File: src/rtl/ex_muldiv.sv
// Multi-cycle RV32M execute unit: iterative shift-add multiplier and restoring divider, STEP bits per cycle.
// Define MULDIV_FAST_MUL_EN to resolve MUL/MULH/MULHSU/MULHU with a single-cycle combinational product.
module ex_muldiv #(
  parameter int XLEN     = 32,
  parameter int STEP     = 1,
  parameter int RegAddrW = 5
) (
  input  logic                clk,
  input  logic                rst,
  input  logic                start_i,
  input  logic [2:0]          op_i,
  input  logic [XLEN-1:0]     reg1_i,
  input  logic [XLEN-1:0]     reg2_i,
  input  logic [RegAddrW-1:0] wd_i,
  input  logic                wreg_i,
  input  logic                flush_i,
  input  logic                hold_i,
  output logic                ex_stall,
  output logic                done_o,
  output logic [XLEN-1:0]     wdata_o,
  output logic [RegAddrW-1:0] wd_o,
  output logic                wreg_o
);

  localparam int NITER = XLEN / STEP;
  localparam int CNTW  = $clog2(NITER + 1);

  localparam logic [2:0] OP_MUL    = 3'd0;
  localparam logic [2:0] OP_MULH   = 3'd1;
  localparam logic [2:0] OP_MULHSU = 3'd2;
  localparam logic [2:0] OP_MULHU  = 3'd3;
  localparam logic [2:0] OP_DIV    = 3'd4;
  localparam logic [2:0] OP_DIVU   = 3'd5;
  localparam logic [2:0] OP_REM    = 3'd6;

  localparam logic [XLEN-1:0] MIN_NEG = {1'b1, {(XLEN-1){1'b0}}};

  typedef enum logic [1:0] {IDLE, CALC, DONE} state_t;

  state_t state, state_n;

  logic [2:0]          op_q;
  logic [RegAddrW-1:0] wd_q;
  logic                wreg_q;
  logic [XLEN-1:0]     hi_q, lo_q, mag2_q;
  logic                neg_q, neg_r_q;
  logic [CNTW-1:0]     cnt_q;

  logic            s1, s2, rs1_neg, rs2_neg;
  logic            div_zero, div_ovf, bypass, accept, last;
  logic [XLEN-1:0] mag1, mag2, bypass_res;
`ifdef MULDIV_FAST_MUL_EN
  logic [2*XLEN-1:0] fast_prod;
`endif

  // Operand decode: signedness, magnitudes and the cases that skip iteration
  always_comb begin
    s1       = (op_i == OP_MULH) || (op_i == OP_MULHSU) || (op_i == OP_DIV) || (op_i == OP_REM);
    s2       = (op_i == OP_MULH) || (op_i == OP_DIV) || (op_i == OP_REM);
    rs1_neg  = s1 & reg1_i[XLEN-1];
    rs2_neg  = s2 & reg2_i[XLEN-1];
    mag1     = rs1_neg ? -reg1_i : reg1_i;
    mag2     = rs2_neg ? -reg2_i : reg2_i;
    div_zero = op_i[2] && (reg2_i == '0);
    div_ovf  = ((op_i == OP_DIV) || (op_i == OP_REM)) && (reg1_i == MIN_NEG) && (reg2_i == '1);
    bypass   = div_zero | div_ovf;
    bypass_res = '0;
    if (div_zero)
      bypass_res = op_i[1] ? reg1_i : '1;
    else if (div_ovf)
      bypass_res = op_i[1] ? '0 : reg1_i;
`ifdef MULDIV_FAST_MUL_EN
    fast_prod = $signed({{XLEN{rs1_neg}}, reg1_i}) * $signed({{XLEN{rs2_neg}}, reg2_i});
    if (!op_i[2]) begin
      bypass     = 1'b1;
      bypass_res = (op_i == OP_MUL) ? fast_prod[XLEN-1:0] : fast_prod[2*XLEN-1:XLEN];
    end
`endif
    accept = (state == IDLE) && start_i && !flush_i;
    last   = (cnt_q == CNTW'(1));
  end

  logic [XLEN+STEP-1:0] partial, mul_sum;
  logic [XLEN-1:0]      mul_hi, mul_lo;

  // Multiply: add multiplicand times the low STEP multiplier bits, shift the pair right
  always_comb begin
    partial = '0;
    for (int i = 0; i < STEP; i++)
      if (lo_q[i]) partial = partial + ({{STEP{1'b0}}, mag2_q} << i);
    mul_sum = {{STEP{1'b0}}, hi_q} + partial;
    mul_hi  = mul_sum[XLEN+STEP-1:STEP];
    mul_lo  = {mul_sum[STEP-1:0], lo_q[XLEN-1:STEP]};
  end

  logic [XLEN:0]   trial;
  logic [XLEN-1:0] div_r, div_q;

  // Divide: STEP restoring iterations; hi holds the partial remainder, lo shifts dividend out and quotient in
  always_comb begin
    div_r = hi_q;
    div_q = lo_q;
    trial = '0;
    for (int i = 0; i < STEP; i++) begin
      trial = {div_r, div_q[XLEN-1]};
      div_q = {div_q[XLEN-2:0], 1'b0};
      if (trial >= {1'b0, mag2_q}) begin
        trial    = trial - {1'b0, mag2_q};
        div_q[0] = 1'b1;
      end
      div_r = trial[XLEN-1:0];
    end
  end

  logic [XLEN-1:0]   hi_n, lo_n, result;
  logic [2*XLEN-1:0] prod_fix;

  always_comb begin
    hi_n     = op_q[2] ? div_r : mul_hi;
    lo_n     = op_q[2] ? div_q : mul_lo;
    prod_fix = neg_q ? -{hi_n, lo_n} : {hi_n, lo_n};
    case (op_q)
      OP_MUL:                      result = prod_fix[XLEN-1:0];
      OP_MULH, OP_MULHSU, OP_MULHU: result = prod_fix[2*XLEN-1:XLEN];
      OP_DIV, OP_DIVU:             result = neg_q ? -lo_n : lo_n;
      default:                     result = neg_r_q ? -hi_n : hi_n;
    endcase
  end

  always_ff @(posedge clk) begin
    if (rst) state <= IDLE;
    else     state <= state_n;
  end

  // Flush overrides everything, including a held result
  always_comb begin
    state_n  = state;
    ex_stall = 1'b0;
    done_o   = 1'b0;
    case (state)
      IDLE: begin
        if (start_i) begin
          ex_stall = 1'b1;
          state_n  = bypass ? DONE : CALC;
        end
      end
      CALC: begin
        ex_stall = 1'b1;
        if (last) state_n = DONE;
      end
      DONE: begin
        done_o   = 1'b1;
        ex_stall = hold_i;
        if (!hold_i) state_n = IDLE;
      end
      default: state_n = IDLE;
    endcase
    if (flush_i) begin
      state_n  = IDLE;
      ex_stall = 1'b0;
      done_o   = 1'b0;
    end
  end

  always_ff @(posedge clk) begin
    if (rst) begin
      op_q    <= '0;
      wd_q    <= '0;
      wreg_q  <= 1'b0;
      hi_q    <= '0;
      lo_q    <= '0;
      mag2_q  <= '0;
      neg_q   <= 1'b0;
      neg_r_q <= 1'b0;
      cnt_q   <= '0;
      wdata_o <= '0;
      wd_o    <= '0;
      wreg_o  <= 1'b0;
    end else if (accept) begin
      op_q    <= op_i;
      wd_q    <= wd_i;
      wreg_q  <= wreg_i;
      hi_q    <= '0;
      lo_q    <= mag1;
      mag2_q  <= mag2;
      neg_q   <= rs1_neg ^ rs2_neg;
      neg_r_q <= rs1_neg;
      cnt_q   <= CNTW'(NITER);
      if (bypass) begin
        wdata_o <= bypass_res;
        wd_o    <= wd_i;
        wreg_o  <= wreg_i;
      end
    end else if ((state == CALC) && !flush_i) begin
      hi_q  <= hi_n;
      lo_q  <= lo_n;
      cnt_q <= cnt_q - CNTW'(1);
      if (last) begin
        wdata_o <= result;
        wd_o    <= wd_q;
        wreg_o  <= wreg_q;
      end
    end
  end

endmodule

File: config.mk
export PLATFORM = sky130hd
export DESIGN_NAME = ex_muldiv
export DESIGN_NICKNAME = d
export VERILOG_FILES = /design/src/rtl/ex_muldiv.sv
export SDC_FILE = /design/constraint.sdc
export NUM_CORES = 1
export LEC_CHECK = 0
export BUFFER_PORTS_ARGS = -buffer_cell sky130_fd_sc_hd__buf_2
export CORE_ASPECT_RATIO = 1.2
export CORE_UTILIZATION = 43
export DETAILED_ROUTE_END_ITERATION = 10
export GPL_ROUTABILITY_DRIVEN = 1
export MAX_ROUTING_LAYER = met4
export SLEW_MARGIN = 0
export SYNTH_ARGS = -nofsm -noshare
export SYNTH_HDL_FRONTEND = slang
export SYNTH_SLANG_ARGS = --single-unit
File: constraint.sdc
create_clock -name clk -period 9 [get_ports clk]
set_input_delay 0.45 -clock clk [delete_from_list [all_inputs] [get_ports clk]]
set_output_delay 0.45 -clock clk [all_outputs]
set_load 0.01 [all_outputs]
==> impl_metrics.tcl <==
set metrics [dict create \
    status "finished clean" \
    io-pin-count 118 \
    die_w_um 177.2 \
    hold_buffers 0 \
    syn_area_um2 15840 \
    cts_resized 0 \
    cts.sinks 153 \
    via_per_inst 6.391 \
    antenna_left 0 \
    rr_worst_depth 22 \
    nets 2404 \
    hold_ws_ns 0.2014 \
    first_pass_iters 6 \
    grt_pass1_wl_um 96090 \
    required_ns 9.33 \
    synth_cell_type_count 103 \
    numCtsBuffers 17 \
    post-cts-setup-buffers 0 \
    powerDensity_nw_per_um2 133.5 \
    synth-edff-count 0 \
    core_area_um2 36130 \
    skew_ns 0.01469 \
    min_delay_path_depth 2 \
    rsz0062_at_grt "no" \
    ys.flop_type "dfxtp_1" \
    path_clk_slew_ns 0.07 \
    gr-total-overflow 0 \
    crit_type "flip-flop to flip-flop" \
    grt_usage_pct 34.59 \
    routedWlPerCell_um 23.03 \
    tns_ns 0 \
    worstSetupStartpoint "hi_q[3]" \
    die_y_um 212.2 \
    worst_pin_slew_ns 1.080 \
    die_area_um2 37610 \
    area_growth_syn_to_layout_pct 8.705 \
    reg2reg_from "hi_q[3]" \
    port_buffers 117 \
    synthArstFlopShare_pct 0 \
    n_antenna_cell 0 \
    min_period_over_period_pct 77.04 \
    antenna_found_initial 0 \
    synth.net_count 2389 \
    drive_above_1_share_pct 11.03 \
    startpoint_type "flip-flop" \
    num_rows 76 \
    vias 17470 \
    crit_end "wdata_o[22]" \
    crit_arrival_ns 7.27 \
    peakVddDrop_uv 141.4 \
    period_needed_ns 6.934 \
    syn_inst 2238 \
    routed_wl_um 62960 \
    reg2reg_slack_ns 2.07 \
    finalSetupViolCount 0 \
    hold_viol 0 \
    synth_seq_cells 153 \
    yosysWarnings 0 \
    gp_congestion 1.037 \
    cts_max_level 4 \
    reg2reg_to "wdata_o[22]" \
    cap_viol_max_count 0 \
    drc 0 \
    clock_latency_ns 0.47 \
    clock-root-buffer "clkbuf_16" \
    avgSynthCellArea_um2 7.077 \
    p_leak_uw 0.006422 \
    cts_tree "built" \
    drv_slew 0 \
    initial_core_util_pct 43.83 \
    cts_buffer_depth 2 \
    drtIter0Drc 1419 \
    fmax_ghz 0.1442 \
    path_max_fanout 13 \
    hold_class "primary input to flip-flop" \
    grt_pass1_vias 16280 \
    slew_headroom_pct 25.95 \
    ys_seq_area_share_pct 19.34 \
    dp_hpwl_um 47780 \
    grt_max_degree 91 \
    end_kind "flip-flop" \
]
worst max-delay path: stages, from the launching register on:
cell	delay [ns]
dfxtp_1	0.51
ha_1	0.38
a21o_1	0.26
a31oi_2	0.24
a21o_1	0.28
nand3_1	0.53
a211oi_1	0.88
nor2_1	0.26
inv_1	0.13
ha_1	0.23
o2111ai_1	0.23
nor3_1	0.33
o21ai_0	0.31
nor3_1	0.36
inv_1	0.15
nor3_1	0.19
nand4bb_1	0.15
or3_1	0.49
o21ai_0	0.28
xnor2_1	0.18
o22ai_1	0.11
a21oi_1	0.21
o22ai_1	0.11
layout by cell type, fill, tap and decap left out, types with 50 or more instances in the layout:
master    netlist  final
xnor2_1       107    107
dfxtp_1       153    151
xor2_1         66     66
a21oi_1       182    182
inv_1          77     77
nor3_1         67     66
nand2_1       209    208
buf_2          26    116
nor2_1        306    306
ha_1           71     71
a211oi_1      104    104
mux2i_1        50     50
o21ai_0       134    133
power breakdown:
group	internal, uW	switching (uW)
clock network	393	359
registers	705	35.8
logic	273	533
total	1370	928
layer usage:
layer  track usage (%)  vias to the layer above  part of all wire [%]
li1                  -                     8183                     -
met1             40.70                     8290                    40
met2             55.21                      798                    46
met3             3.988                      202                   6.4
met4             23.42                        0                   7.2
met5                 -                        -                     0
stage by stage:
stage          instances  instance area, um^2  util [%]  setup WS (ns)  power (uW)
2_1_floorplan       2238                15840         -          4.345        1299
4_1_cts             2734                17220     47.65          2.393        2287
5_1_grt             2734                17220     47.65          1.924        2394
3_3_place_gp        2702                16640     46.05          2.410        1536
3_5_place_dp        2702                16640     46.05          2.461        1538
6_report            2734                17220     47.65          2.066        2298
sequential cells by signal (all words and copies together) (netlist names):
| name | flops |
|---|---|
| lo_q | 32 |
| wdata_o | 32 |
| wd_q | 5 |
| hi_q | 32 |
| mag2_q | 32 |
| state | 2 |
| wreg_o | 1 |
| neg_r_q | 1 |
| cnt_q | 6 |
| op_q | 3 |
| wreg_q | 1 |
| neg_q | 1 |
| wd_o | 5 |
cell usage after synthesis (19+ instances only):
master / n / area share, %
nand4_1: 23 / 0.91
o22ai_1: 26 / 1.0
nand2_1: 209 / 5.0
ha_1: 71 / 5.6
nand2b_1: 19 / 0.75
nor3_1: 67 / 2.1
inv_1: 77 / 1.8
dfxtp_1: 153 / 19
a31oi_1: 26 / 1.0
buf_2: 26 / 0.82
o211ai_1: 21 / 1.0
nor2_1: 306 / 7.3
mux2i_1: 50 / 3.2
xnor2_1: 107 / 5.9
a21o_1: 21 / 1.0
and2_1: 45 / 1.8
a21oi_1: 182 / 5.8
nand3_1: 36 / 1.1
a211oi_1: 104 / 4.9
o21ai_0: 134 / 4.2
xor2_1: 66 / 3.6
clkbuf_1: 108 / 2.6
or3_1: 21 / 0.83
cell families after synthesis:
family | share of synthesized area, %
buf+inv | 5.917
mux | 3.515
simple gates | 25.20
fa+ha+maj | 5.861
flops | 19.34
xor+xnor | 9.566
compound gates | 30.60
how the worst min path moves through the flow:
stage	from	end	slack, ns
after detailed placement	wreg_q	wreg_q	0.48
after global placement	op_q[0]	op_q[0]	0.47
final	flush_i	state[0]	0.20
after CTS	flush_i	state[0]	0.19
after global routing	flush_i	state[0]	0.21
after floorplan	mag2_q[0]	mag2_q[0]	0.45
area by class of cell:
cell class	count	area (um^2)
fillers	3789	18920
multi-input cells	1856	11880
flip-flops and latches	153	3068
repair buffers	148	820.8
well taps	468	585.6
clock buffers	18	429.2
inverters	77	289.0
clock inverters	14	147.6
No activity file was read; power rests on OpenSTA's default activity.
